**config.mk**
```make
export PLATFORM = sky130hd
export DESIGN_NAME = lifo_arbiter_flat
export DESIGN_NICKNAME = d
export VERILOG_FILES = /design/src/rtl/lifo_arbiter_if.sv /design/src/rtl/lifo_arbiter.sv /design/src/flat_wrapper.sv
export SDC_FILE = /design/constraint.sdc
export NUM_CORES = 1
export LEC_CHECK = 0
export ABC_AREA = 1
export CAP_MARGIN = 20
export CORE_ASPECT_RATIO = 0.7
export CORE_MARGIN = 8
export CORE_UTILIZATION = 46
export DETAILED_ROUTE_END_ITERATION = 8
export GPL_TIMING_DRIVEN = 0
export MAX_ROUTING_LAYER = met4
export PLACE_DENSITY = 0.93
export SYNTH_ARGS = -nofsm -noshare
export SYNTH_HDL_FRONTEND = slang
export SYNTH_SLANG_ARGS = --single-unit
```
**constraint.sdc**
```tcl
create_clock -name clock -period 4.1 [get_ports clock]
set_clock_uncertainty 0.05 [all_clocks]
set_input_delay 0.615 -clock clock [delete_from_list [all_inputs] [get_ports clock]]
set_output_delay 0.615 -clock clock [all_outputs]
set_load 0.005 [all_outputs]
```
**src/rtl/lifo_arbiter_if.sv**
```systemverilog
// Bundle of signals between the lifo_arbiter, its requesters and the LIFO.
// The slave modport is the arbiter's view. The master modport is the view
// of the environment: the clients plus the LIFO.
interface lifo_arbiter_if #(
  parameter int NUM_REQ   = 4,
  parameter int DATA_W    = 10,
  parameter int LIFO_SIZE = 6
);
  localparam int CNT_W = $clog2(LIFO_SIZE);

  logic [NUM_REQ-1:0]        push_req;
  logic [NUM_REQ-1:0]        pop_req;
  logic [NUM_REQ*DATA_W-1:0] push_data;
  logic [NUM_REQ-1:0]        ack;
  logic                      err;
  logic [NUM_REQ-1:0]        rsp_valid;
  logic [DATA_W-1:0]         rsp_data;
  logic                      lifo_write;
  logic                      lifo_read;
  logic [DATA_W-1:0]         lifo_datain;
  logic [DATA_W-1:0]         lifo_dataout;
  logic                      lifo_val;
  logic [CNT_W-1:0]          count;

  modport slave (
    input  push_req, pop_req, push_data, lifo_dataout, lifo_val,
    output ack, err, rsp_valid, rsp_data, lifo_write, lifo_read, lifo_datain, count
  );

  modport master (
    output push_req, pop_req, push_data, lifo_dataout, lifo_val,
    input  ack, err, rsp_valid, rsp_data, lifo_write, lifo_read, lifo_datain, count
  );
endinterface

```
**src/rtl/lifo_arbiter.sv**
```systemverilog
// lifo_arbiter: round-robin arbitration of NUM_REQ push/pop requesters onto a
// single shared LIFO. Occupancy is tracked locally, so overflow and underflow
// are rejected with err before they reach the stack. Popped data is routed
// back to the requester that was granted.
// Optional statistics ports (rej_count, max_count) exist when the macro
// LIFO_ARB_STATS_EN is defined.
module lifo_arbiter #(
  parameter int NUM_REQ   = 4,
  parameter int DATA_W    = 10,
  parameter int LIFO_SIZE = 6
) (
  input  logic                         clock,
  input  logic                         reset,
  lifo_arbiter_if.slave                bus
`ifdef LIFO_ARB_STATS_EN
  ,
  output logic [15:0]                  rej_count,
  output logic [$clog2(LIFO_SIZE)-1:0] max_count
`endif
);

  localparam int IDX_W = $clog2(NUM_REQ);
  localparam int CNT_W = $clog2(LIFO_SIZE);
  localparam logic [CNT_W-1:0] CAP = CNT_W'(LIFO_SIZE - 1);

  typedef enum logic [1:0] {IDLE, CMD, RSP} state_t;

  state_t              state;
  logic [IDX_W-1:0]    rr_ptr;
  logic [IDX_W-1:0]    winner;
  logic                pop_ok;
  logic [NUM_REQ-1:0]  ack_r;
  logic                err_r;
  logic [NUM_REQ-1:0]  rsp_valid_r;
  logic [DATA_W-1:0]   rsp_data_r;
  logic                wr_r;
  logic                rd_r;
  logic [DATA_W-1:0]   din_r;
  logic [CNT_W-1:0]    count_r;

  logic [NUM_REQ-1:0]  req;
  logic                win_found;
  logic [IDX_W-1:0]    win_idx;
  logic [IDX_W-1:0]    cand;
  logic [DATA_W-1:0]   win_data;

  function automatic logic [NUM_REQ-1:0] onehot(input logic [IDX_W-1:0] idx);
    return NUM_REQ'(1) << idx;
  endfunction

  assign req = bus.push_req | bus.pop_req;

  // Round-robin search starting one past the last granted requester.
  always_comb begin
    win_found = 1'b0;
    win_idx   = '0;
    cand      = '0;
    for (int k = 1; k <= NUM_REQ; k++) begin
      cand = IDX_W'((int'(rr_ptr) + k) % NUM_REQ);
      if (!win_found && req[cand]) begin
        win_found = 1'b1;
        win_idx   = cand;
      end
    end
  end

  // Select the push data slice of the current winner.
  always_comb begin
    win_data = '0;
    for (int i = 0; i < NUM_REQ; i++) begin
      if (win_idx == IDX_W'(i)) win_data = bus.push_data[i*DATA_W +: DATA_W];
    end
  end

  // Arbitration FSM. Grants happen on the IDLE edge, so ack and the LIFO
  // strobes are visible during CMD. Popped data is sampled at the end of RSP.
  always_ff @(posedge clock or negedge reset) begin
    if (!reset) begin
      state       <= IDLE;
      rr_ptr      <= IDX_W'(NUM_REQ - 1);
      winner      <= '0;
      pop_ok      <= 1'b0;
      ack_r       <= '0;
      err_r       <= 1'b0;
      rsp_valid_r <= '0;
      rsp_data_r  <= '0;
      wr_r        <= 1'b0;
      rd_r        <= 1'b0;
      din_r       <= '0;
      count_r     <= '0;
    end else begin
      ack_r       <= '0;
      err_r       <= 1'b0;
      rsp_valid_r <= '0;
      wr_r        <= 1'b0;
      rd_r        <= 1'b0;
      case (state)
        IDLE: begin
          if (win_found) begin
            rr_ptr <= win_idx;
            winner <= win_idx;
            ack_r  <= onehot(win_idx);
            pop_ok <= 1'b0;
            state  <= CMD;
            if (bus.pop_req[win_idx]) begin
              // A pop takes priority over a push from the same requester.
              if (count_r == '0) begin
                err_r <= 1'b1;
              end else begin
                rd_r    <= 1'b1;
                count_r <= count_r - 1'b1;
                pop_ok  <= 1'b1;
              end
            end else begin
              if (count_r == CAP) begin
                err_r <= 1'b1;
              end else begin
                wr_r    <= 1'b1;
                din_r   <= win_data;
                count_r <= count_r + 1'b1;
              end
            end
          end
        end
        CMD: state <= pop_ok ? RSP : IDLE;
        RSP: begin
          rsp_valid_r <= onehot(winner);
          rsp_data_r  <= bus.lifo_val ? bus.lifo_dataout : '0;
          err_r       <= ~bus.lifo_val;
          state       <= IDLE;
        end
        default: state <= IDLE;
      endcase
    end
  end

  assign bus.ack         = ack_r;
  assign bus.err         = err_r;
  assign bus.rsp_valid   = rsp_valid_r;
  assign bus.rsp_data    = rsp_data_r;
  assign bus.lifo_write  = wr_r;
  assign bus.lifo_read   = rd_r;
  assign bus.lifo_datain = din_r;
  assign bus.count       = count_r;

`ifdef LIFO_ARB_STATS_EN
  function automatic logic [15:0] sat_inc(input logic [15:0] v);
    return (v == 16'hFFFF) ? v : v + 16'd1;
  endfunction

  // Rejection counter (saturating) and occupancy high-water mark.
  always_ff @(posedge clock or negedge reset) begin
    if (!reset) begin
      rej_count <= '0;
      max_count <= '0;
    end else begin
      if (err_r) rej_count <= sat_inc(rej_count);
      if (count_r > max_count) max_count <= count_r;
    end
  end
`endif

endmodule

```
**src/flat_wrapper.sv**
```systemverilog
// flat-port wrapper written by rule: the top's interface ports become plain ports
module lifo_arbiter_flat 
#(
  parameter int NUM_REQ   = 4,
  parameter int DATA_W    = 10,
  parameter int LIFO_SIZE = 6
)
  (clock, reset, bus_push_req, bus_pop_req, bus_push_data, bus_lifo_dataout, bus_lifo_val, bus_ack, bus_err, bus_rsp_valid, bus_rsp_data, bus_lifo_write, bus_lifo_read, bus_lifo_datain, bus_count);
  lifo_arbiter_if #(.NUM_REQ(NUM_REQ), .DATA_W(DATA_W), .LIFO_SIZE(LIFO_SIZE)) bus_i ();
  input  logic clock;
  input  logic reset;
  input wire logic [$bits(bus_i.push_req)-1:0] bus_push_req;
  input wire logic [$bits(bus_i.pop_req)-1:0] bus_pop_req;
  input wire logic [$bits(bus_i.push_data)-1:0] bus_push_data;
  input wire logic [$bits(bus_i.lifo_dataout)-1:0] bus_lifo_dataout;
  input wire logic [$bits(bus_i.lifo_val)-1:0] bus_lifo_val;
  output wire logic [$bits(bus_i.ack)-1:0] bus_ack;
  output wire logic [$bits(bus_i.err)-1:0] bus_err;
  output wire logic [$bits(bus_i.rsp_valid)-1:0] bus_rsp_valid;
  output wire logic [$bits(bus_i.rsp_data)-1:0] bus_rsp_data;
  output wire logic [$bits(bus_i.lifo_write)-1:0] bus_lifo_write;
  output wire logic [$bits(bus_i.lifo_read)-1:0] bus_lifo_read;
  output wire logic [$bits(bus_i.lifo_datain)-1:0] bus_lifo_datain;
  output wire logic [$bits(bus_i.count)-1:0] bus_count;
  assign bus_i.push_req = bus_push_req;
  assign bus_i.pop_req = bus_pop_req;
  assign bus_i.push_data = bus_push_data;
  assign bus_i.lifo_dataout = bus_lifo_dataout;
  assign bus_i.lifo_val = bus_lifo_val;
  assign bus_ack = bus_i.ack;
  assign bus_err = bus_i.err;
  assign bus_rsp_valid = bus_i.rsp_valid;
  assign bus_rsp_data = bus_i.rsp_data;
  assign bus_lifo_write = bus_i.lifo_write;
  assign bus_lifo_read = bus_i.lifo_read;
  assign bus_lifo_datain = bus_i.lifo_datain;
  assign bus_count = bus_i.count;
  lifo_arbiter #(.NUM_REQ(NUM_REQ), .DATA_W(DATA_W), .LIFO_SIZE(LIFO_SIZE)) u_core (.clock(clock), .reset(reset), .bus(bus_i));
endmodule
```
==> flow_summary_export.csv, run 1 <==
group,metric,value,unit
timing,tightest_slew,0.8773,ns
global_route,grt.total_usage,19.03,%
timing,rsz0062_at_grt,"no",
clock_tree,clk_latency,0.30,ns
clock_tree,holdBufCountCts,0,
global_route,grt_pass1_vias,2369,
global_route,antenna_found_initial,0,
global_route,grt_max_degree,42,
floorplanning,die_y,73.77,µm
status,status,"finished clean",
synth,synth.largest_area_cell,"dfrtp_1",
worst_setup_path,start_kind,"primary input",
floorplanning,rows,21,
synth,synth_top_family_by_area,"simple AND/OR/NAND/NOR gates",
floorplanning,dieArea,7269,µm²
synth,synthArstFlopShare,100.0,%
synth,syn_avg_cell_area,7.537,µm²
worst_setup_path,path_class,"primary input to flip-flop",
worst_setup_path,r2r_setup_slack,1.26,ns
synth,synth.yosys.warnings,0,
finish,num_antenna_cells,0,
clock_tree,postCtsResizedCells,0,
synth,syn_area,2193,µm²
clock_tree,tritoncts,"yes",
global_route,grt_overflow_total,0,
power_and_ir_drop,power.leakage,1.625,nW
clock_tree,clk_pin_slew,0.08,ns
synth,synthTopCellsByArea,"dfrtp_1 44%, nand2_1 18%, nand3_1 7.5%",
finish,area_growth,51.40,%
clock_tree,cts-root-buf,"clkbuf_8",
drt,first_pass_iters,4,
worst_setup_path,end_kind,"flip-flop",
worst_setup_path,worst-r2r-cell-count,20,
drt,routed_wl,6361,µm
timing,finalSetupTns,0,ns
floorplanning,die_w,98.53,µm
worst_setup_path,worstPathArrival,3.12,ns
synth,synth_fa_ha_area_share,0.9127,%
power_and_ir_drop,vdd_drop_max,0.4146,mV
hold_path,min_path_type,"primary input to asynchronous set/reset pin",
placement,place_area,3201,µm²
floorplanning,ios,95,
synth,synthSimpleGateAreaFrac,39.19,%
finish,drive_above_1_share,10.43,%
timing,relSlewSlack,41.51,%
synth,ys_seq_area_share,46.89,%
worst_setup_path,worst_ep_required_time,4.24,ns
timing,finalHoldViolCount,0,
placement,gp_congestion,0.8646,
flow_run,drv_cap,0,
drt,viasPerCell,5.018,
synth,ys_ff_latch,41,
drt,antenna_left,0,
clock_tree,clock_sinks,41,
clock_tree,clockBufferDepth,2,
timing,clock.fmax,336.0,MHz
drt,vias,2258,
synth,muxShareOfSynthArea,0,%
timing,fin_crit_sh,72.58,%
floorplanning,start_util,46.90,%
finish,fin_nets,454,
synth,synth_top_cells_by_count,"106 x nand2_1, 39 x dfrtp_1, 33 x nand3_1, 29 x nor2_1, 28 x inv_1",
synth,synth_compound_area_share,6.161,%
worst_setup_path,r2r_start,"u_core.rr_ptr[1]",
clock_tree,post_cts_buffers,0,
placement,port_buffers,94,
clock_tree,ctsHtreeMaxLevel,2,
worst_setup_path,timing.rr.end,"u_core.bus.count[2]",
synth,synthXorXnorAreaFrac,0,%
drt,routedWlPerCell,14.14,µm
timing,maxSlewViolCount,0,
finish,finalNonFillerCells,450,
synth,syn_nets,353,
synth,synth-edff-count,0,
drt,drc_errors,0,
placement,dp.cells,442,
synth,synth_cell_types,25,
drt,drt_iter0_markers,142,
floorplanning,fp.coreArea,4677,µm²
placement,hpwl,5115,µm
power_and_ir_drop,p_per_area,881.6,nW/µm²
synth,synth_ff_type,"dfrtp_1",
worst_setup_path,path_max_fanout,5,
finish,finalInstanceArea,3321,µm²
synth,synth_top_area_share,44.50,%
clock_tree,cts_inserted_buffers,5,
timing,timing.final.crit_period,2.976,ns
timing,setup_violations,0,
power_and_ir_drop,fin_total_pwr,0.002928,W
synth,synthCells,291,
global_route,grt_pass1_wl,10810,µm
synth,synth_most_common_cell,"nand2_1",
-- layout by cell type, fill, tap and decap left out, types with 2 or more instances in the layout --
cell type / netlist / layout
a21oi_1: 3 / 3
clkbuf_1: 3 / 3
clkbuf_8: 0 / 6
clkdlybuf4s50_1: 0 / 93
dfrtp_1: 39 / 39
dfstp_2: 2 / 2
inv_1: 28 / 28
inv_2: 4 / 4
nand2_1: 106 / 106
nand2_2: 6 / 6
nand2_4: 2 / 2
nand3_1: 33 / 33
nand3_2: 3 / 3
nor2_1: 29 / 29
nor2_4: 2 / 2
nor3_1: 5 / 5
o21ai_0: 5 / 5
o21ai_1: 5 / 5
o21ai_2: 8 / 8
-- logic make-up (layout without fill, tap and decap cells) --
logic type | after synthesis | after routing
DFF | 41 | 41
AOI/OAI and AO/OA | 21 | 21
and+or+nand+nor | 191 | 191
adders and majority gates | 1 | 1
buffers and inverters | 37 | 139
-- worst max-delay path: stages --
cell and delay (ns):
clkdlybuf4s50_1 0.42, nor2_1 0.16, nand2_1 0.11, nand3_1 0.12, nand2_1 0.10, nor2_4 0.15
nand3_2 0.10, nand3_1 0.09, nand2_2 0.11, inv_2 0.12, nand2_2 0.10, nand2_4 0.10
inv_1 0.06, fa_1 0.38, nand3_1 0.09, nand2_1 0.06, inv_1 0.07, nand2_1 0.06
nand2_1 0.06, nand2_1 0.04
-- stage by stage --
step                hold slack (ns)  utilization, %  worst slack (ns)
floorplan                    0.2694               -             1.550
global placement             0.3848           68.54            0.9679
detailed placement           0.3881           68.43            0.8321
CTS                          0.4114           71.00             1.147
global route                 0.4457           71.00            0.8481
finish                       0.3783           71.00             1.124
-- where the power goes --
| group | switching (W) | internal (W) |
|---|---|---|
| Clock | 0.000141 | 0.000198 |
| Sequential | 0.000107 | 0.000589 |
| Combinational | 0.00115 | 0.000740 |
-- sequential cells by signal (all words and copies together) (netlist names), 2 cells and up --
name,cells
u_core.bus.lifo_datain,10
u_core.bus.rsp_data,10
u_core.winner,2
u_core.bus.count,3
u_core.bus.ack,4
u_core.rr_ptr,2
u_core.state,2
u_core.bus.rsp_valid,4
-- worst max-delay path by stage --
| stage | slack [ns] | startpoint | endpoint |
|---|---|---|---|
| after floorplan | 1.55 | bus_push_req[3] | u_core.bus.count[2] |
| after global placement | 0.97 | bus_pop_req[1] | u_core.bus.count[2] |
| after detailed placement | 0.83 | bus_pop_req[1] | u_core.bus.count[2] |
| after CTS | 1.15 | bus_pop_req[1] | u_core.bus.count[2] |
| after global routing | 0.85 | bus_pop_req[1] | u_core.bus.count[2] |
| final | 1.12 | bus_pop_req[1] | u_core.bus.count[2] |
-- final cells by class --
type | count | area (µm²)
clock buffers | 6 | 82.58
plain buffers | 5 | 30.03
flip-flops and latches | 41 | 1028
well taps | 57 | 71.32
inverters | 32 | 120.1
fillers | 367 | 1356
clock inverters | 2 | 37.54
multi-input cells | 213 | 1015
repair buffers | 94 | 935.9
-- metal layers --
metal	vias up	wire length (µm)	global-route usage (%)
li1	1119	-	-
met1	1031	2791	21.36
met2	101	2932	31.40
met3	7	574	6.906
met4	0	63	5.922
met5	-	0	-
No activity file was read; power rests on OpenSTA's default activity.
==> run 2, diff against run 1 <==
--- a/config.mk
+++ b/config.mk
@@ -9,11 +9,11 @@
 export CAP_MARGIN = 20
 export CORE_ASPECT_RATIO = 0.7
 export CORE_MARGIN = 8
-export CORE_UTILIZATION = 46
+export CORE_UTILIZATION = 38
 export DETAILED_ROUTE_END_ITERATION = 8
 export GPL_TIMING_DRIVEN = 0
 export MAX_ROUTING_LAYER = met4
-export PLACE_DENSITY = 0.93
+export PLACE_DENSITY = 0.83
 export SYNTH_ARGS = -nofsm -noshare
 export SYNTH_HDL_FRONTEND = slang
 export SYNTH_SLANG_ARGS = --single-unit
==> constraint.sdc (replaced) <==
create_clock -name clock -period 2.55 [get_ports clock]
set_clock_uncertainty 0.05 [all_clocks]
set_input_delay 0.3825 -clock clock [delete_from_list [all_inputs] [get_ports clock]]
set_output_delay 0.3825 -clock clock [all_outputs]
set_load 0.005 [all_outputs]
==> flow_summary_export.csv, run 2 (same netlist as run 1, synthesis figures left out) <==
group,metric,value,unit
timing,timing.final.crit_period,2.532,ns
clock_tree,cts-root-buf,"clkbuf_8",
worst_setup_path,path_class,"primary input to flip-flop",
worst_setup_path,timing.rr.end,"u_core.bus.count[2]",
floorplanning,rows,23,
worst_setup_path,r2r_setup_slack,0.02,ns
drt,routed_wl,6652,µm
finish,final_cell_mix,"100 x nand2_1, 93 x clkdlybuf4s50_1, 39 x dfrtp_1",
hold_path,hold_end,"u_core.state[1]",
worst_setup_path,end_kind,"flip-flop",
drt,routedWlPerCell,13.89,µm
floorplanning,die_y,79.57,µm
drt,viasPerCell,4.687,
timing,finalHoldViolCount,0,
status,status,"finished clean",
clock_tree,clockBufferDepth,2,
clock_tree,clock_sinks,41,
finish,layout_commonest_cell,"nand2_1",
placement,dp.cells,461,
timing,maxSlewViolCount,0,
finish,area_growth,60.70,%
floorplanning,fp.coreArea,5640,µm²
clock_tree,clk_pin_slew,0.08,ns
placement,port_buffers,94,
worst_setup_path,start_kind,"primary input",
floorplanning,ios,95,
worst_setup_path,worst-r2r-cell-count,20,
clock_tree,tritoncts,"yes",
worst_setup_path,path_max_fanout,2,
timing,relSlewSlack,71.73,%
power_and_ir_drop,vdd_drop_max,0.6018,mV
hold_path,min_path_type,"flip-flop to flip-flop",
drt,vias,2245,
global_route,grt_max_degree,42,
finish,drive_above_1_share,17.33,%
floorplanning,die_w,106.8,µm
drt,antenna_left,0,
timing,rsz0062_at_grt,"yes",
worst_setup_path,worstPathArrival,2.67,ns
finish,num_antenna_cells,0,
power_and_ir_drop,fin_total_pwr,0.005127,W
floorplanning,dieArea,8498,µm²
floorplanning,start_util,38.89,%
worst_setup_path,worst_ep_required_time,2.69,ns
clock_tree,clk_latency,0.29,ns
drt,drc_errors,0,
worst_setup_path,r2r_start,"u_core.rr_ptr[0]",
placement,gp_congestion,0.8745,
timing,tightest_slew,0.4240,ns
finish,finalNonFillerCells,479,
clock_tree,cts_inserted_buffers,5,
power_and_ir_drop,p_per_area,1455,nW/µm²
global_route,grt_pass1_vias,2210,
hold_path,hp-start,"u_core.state[1]",
power_and_ir_drop,power.leakage,1.693,nW
hold_path,hold_path_depth,1,
timing,setup_violations,0,
finish,fin_nets,465,
timing,clock.fmax,394.9,MHz
global_route,grt_overflow_total,0,
drt,first_pass_iters,4,
timing,fin_crit_sh,99.30,%
placement,hpwl,5093,µm
global_route,grt_pass1_wl,10700,µm
global_route,grt.total_usage,16.22,%
drt,drt_iter0_markers,89,
global_route,antenna_found_initial,0,
finish,fin_util,62.49,%
flow_run,drv_cap,0,
clock_tree,ctsHtreeMaxLevel,2,
-- run 2: cell count changes in the layout (fill, tap and decap cells not counted), moves of 2 or more --
cell,change
nand2_1,-6
nand2_4,+2
nor2_1,-5
buf_12,+2
nand2_2,+4
buf_4,+8
nor2_2,+4
inv_1,-5
nand3_4,+2
inv_2,+4
-- run 2: metrics by stage --
stage               hold WS (ns)  instance area, µm²  setup TNS [ns]  setup WS [ns]
floorplan                0.03691                2193               0        0.08369
global placement          0.3868                3228         -0.8192        -0.3917
detailed placement        0.3222                3243          -1.649        -0.4612
CTS                       0.4161                3442      -0.0009710     -0.0009710
global route              0.4427                3525         -0.3810        -0.1774
finish                    0.4089                3525               0        0.01787
-- run 2: worst max-delay path, cell delays in order --
cell	delay, ns
clkdlybuf4s50_1	0.49
nor2_2	0.05
buf_4	0.12
nand2_2	0.08
nand3_1	0.08
nand2_1	0.10
a21oi_1	0.07
nand2_1	0.13
buf_4	0.13
nand3b_1	0.07
nand2_1	0.10
nand2_2	0.08
nand2_4	0.08
inv_2	0.04
fa_2	0.34
inv_1	0.06
nand2_1	0.04
nand2_1	0.07
inv_2	0.04
nand3_1	0.07
nand2_1	0.05
-- run 2: worst max path at each step --
stage	startpoint	endpoint	slack [ns]	cells past startpoint
final	bus_pop_req[1]	u_core.bus.count[2]	0.02	21
after CTS	u_core.rr_ptr[0]	u_core.bus.count[2]	-0.001	20
after global placement	bus_pop_req[1]	u_core.bus.count[2]	-0.39	20
after floorplan	u_core.rr_ptr[1]	u_core.bus.count[2]	0.08	20
after detailed placement	bus_pop_req[0]	u_core.bus.count[2]	-0.46	20
after global routing	u_core.rr_ptr[0]	u_core.bus.count[2]	-0.18	19
-- run 2: layer usage --
layer,GRT usage [%],up-vias,part of all wire [%]
met5,-,-,0
met4,3.776,0,0.77
met3,4.758,5,7.1
met2,25.68,74,46
met1,20.03,1027,46
li1,-,1139,-
-- run 2: power by group --
| part | switching, W | total [W] | internal [W] |
|---|---|---|---|
| logic | 0.00201 | 0.00346 | 0.00146 |
| registers | 0.000171 | 0.00112 | 0.000947 |
| clock network | 0.000226 | 0.000544 | 0.000318 |
-- run 2: layout make-up --
cell class	count	area [µm²]
fillers	484	2116
multi-input cells	213	1084
repair buffers	105	1033
flip-flops and latches	41	1028
inverters	32	122.6
well taps	75	93.84
clock buffers	6	82.58
plain buffers	5	42.54
clock inverters	2	37.54
-- run 2: timing repair --
item	4_1_cts	5_1_grt
resized for setup	7	21
hold endpoints to repair	7	0
setup endpoints to repair	1	14
pin swaps	14	11
buffers inserted	7	2
hold buffers	1	0
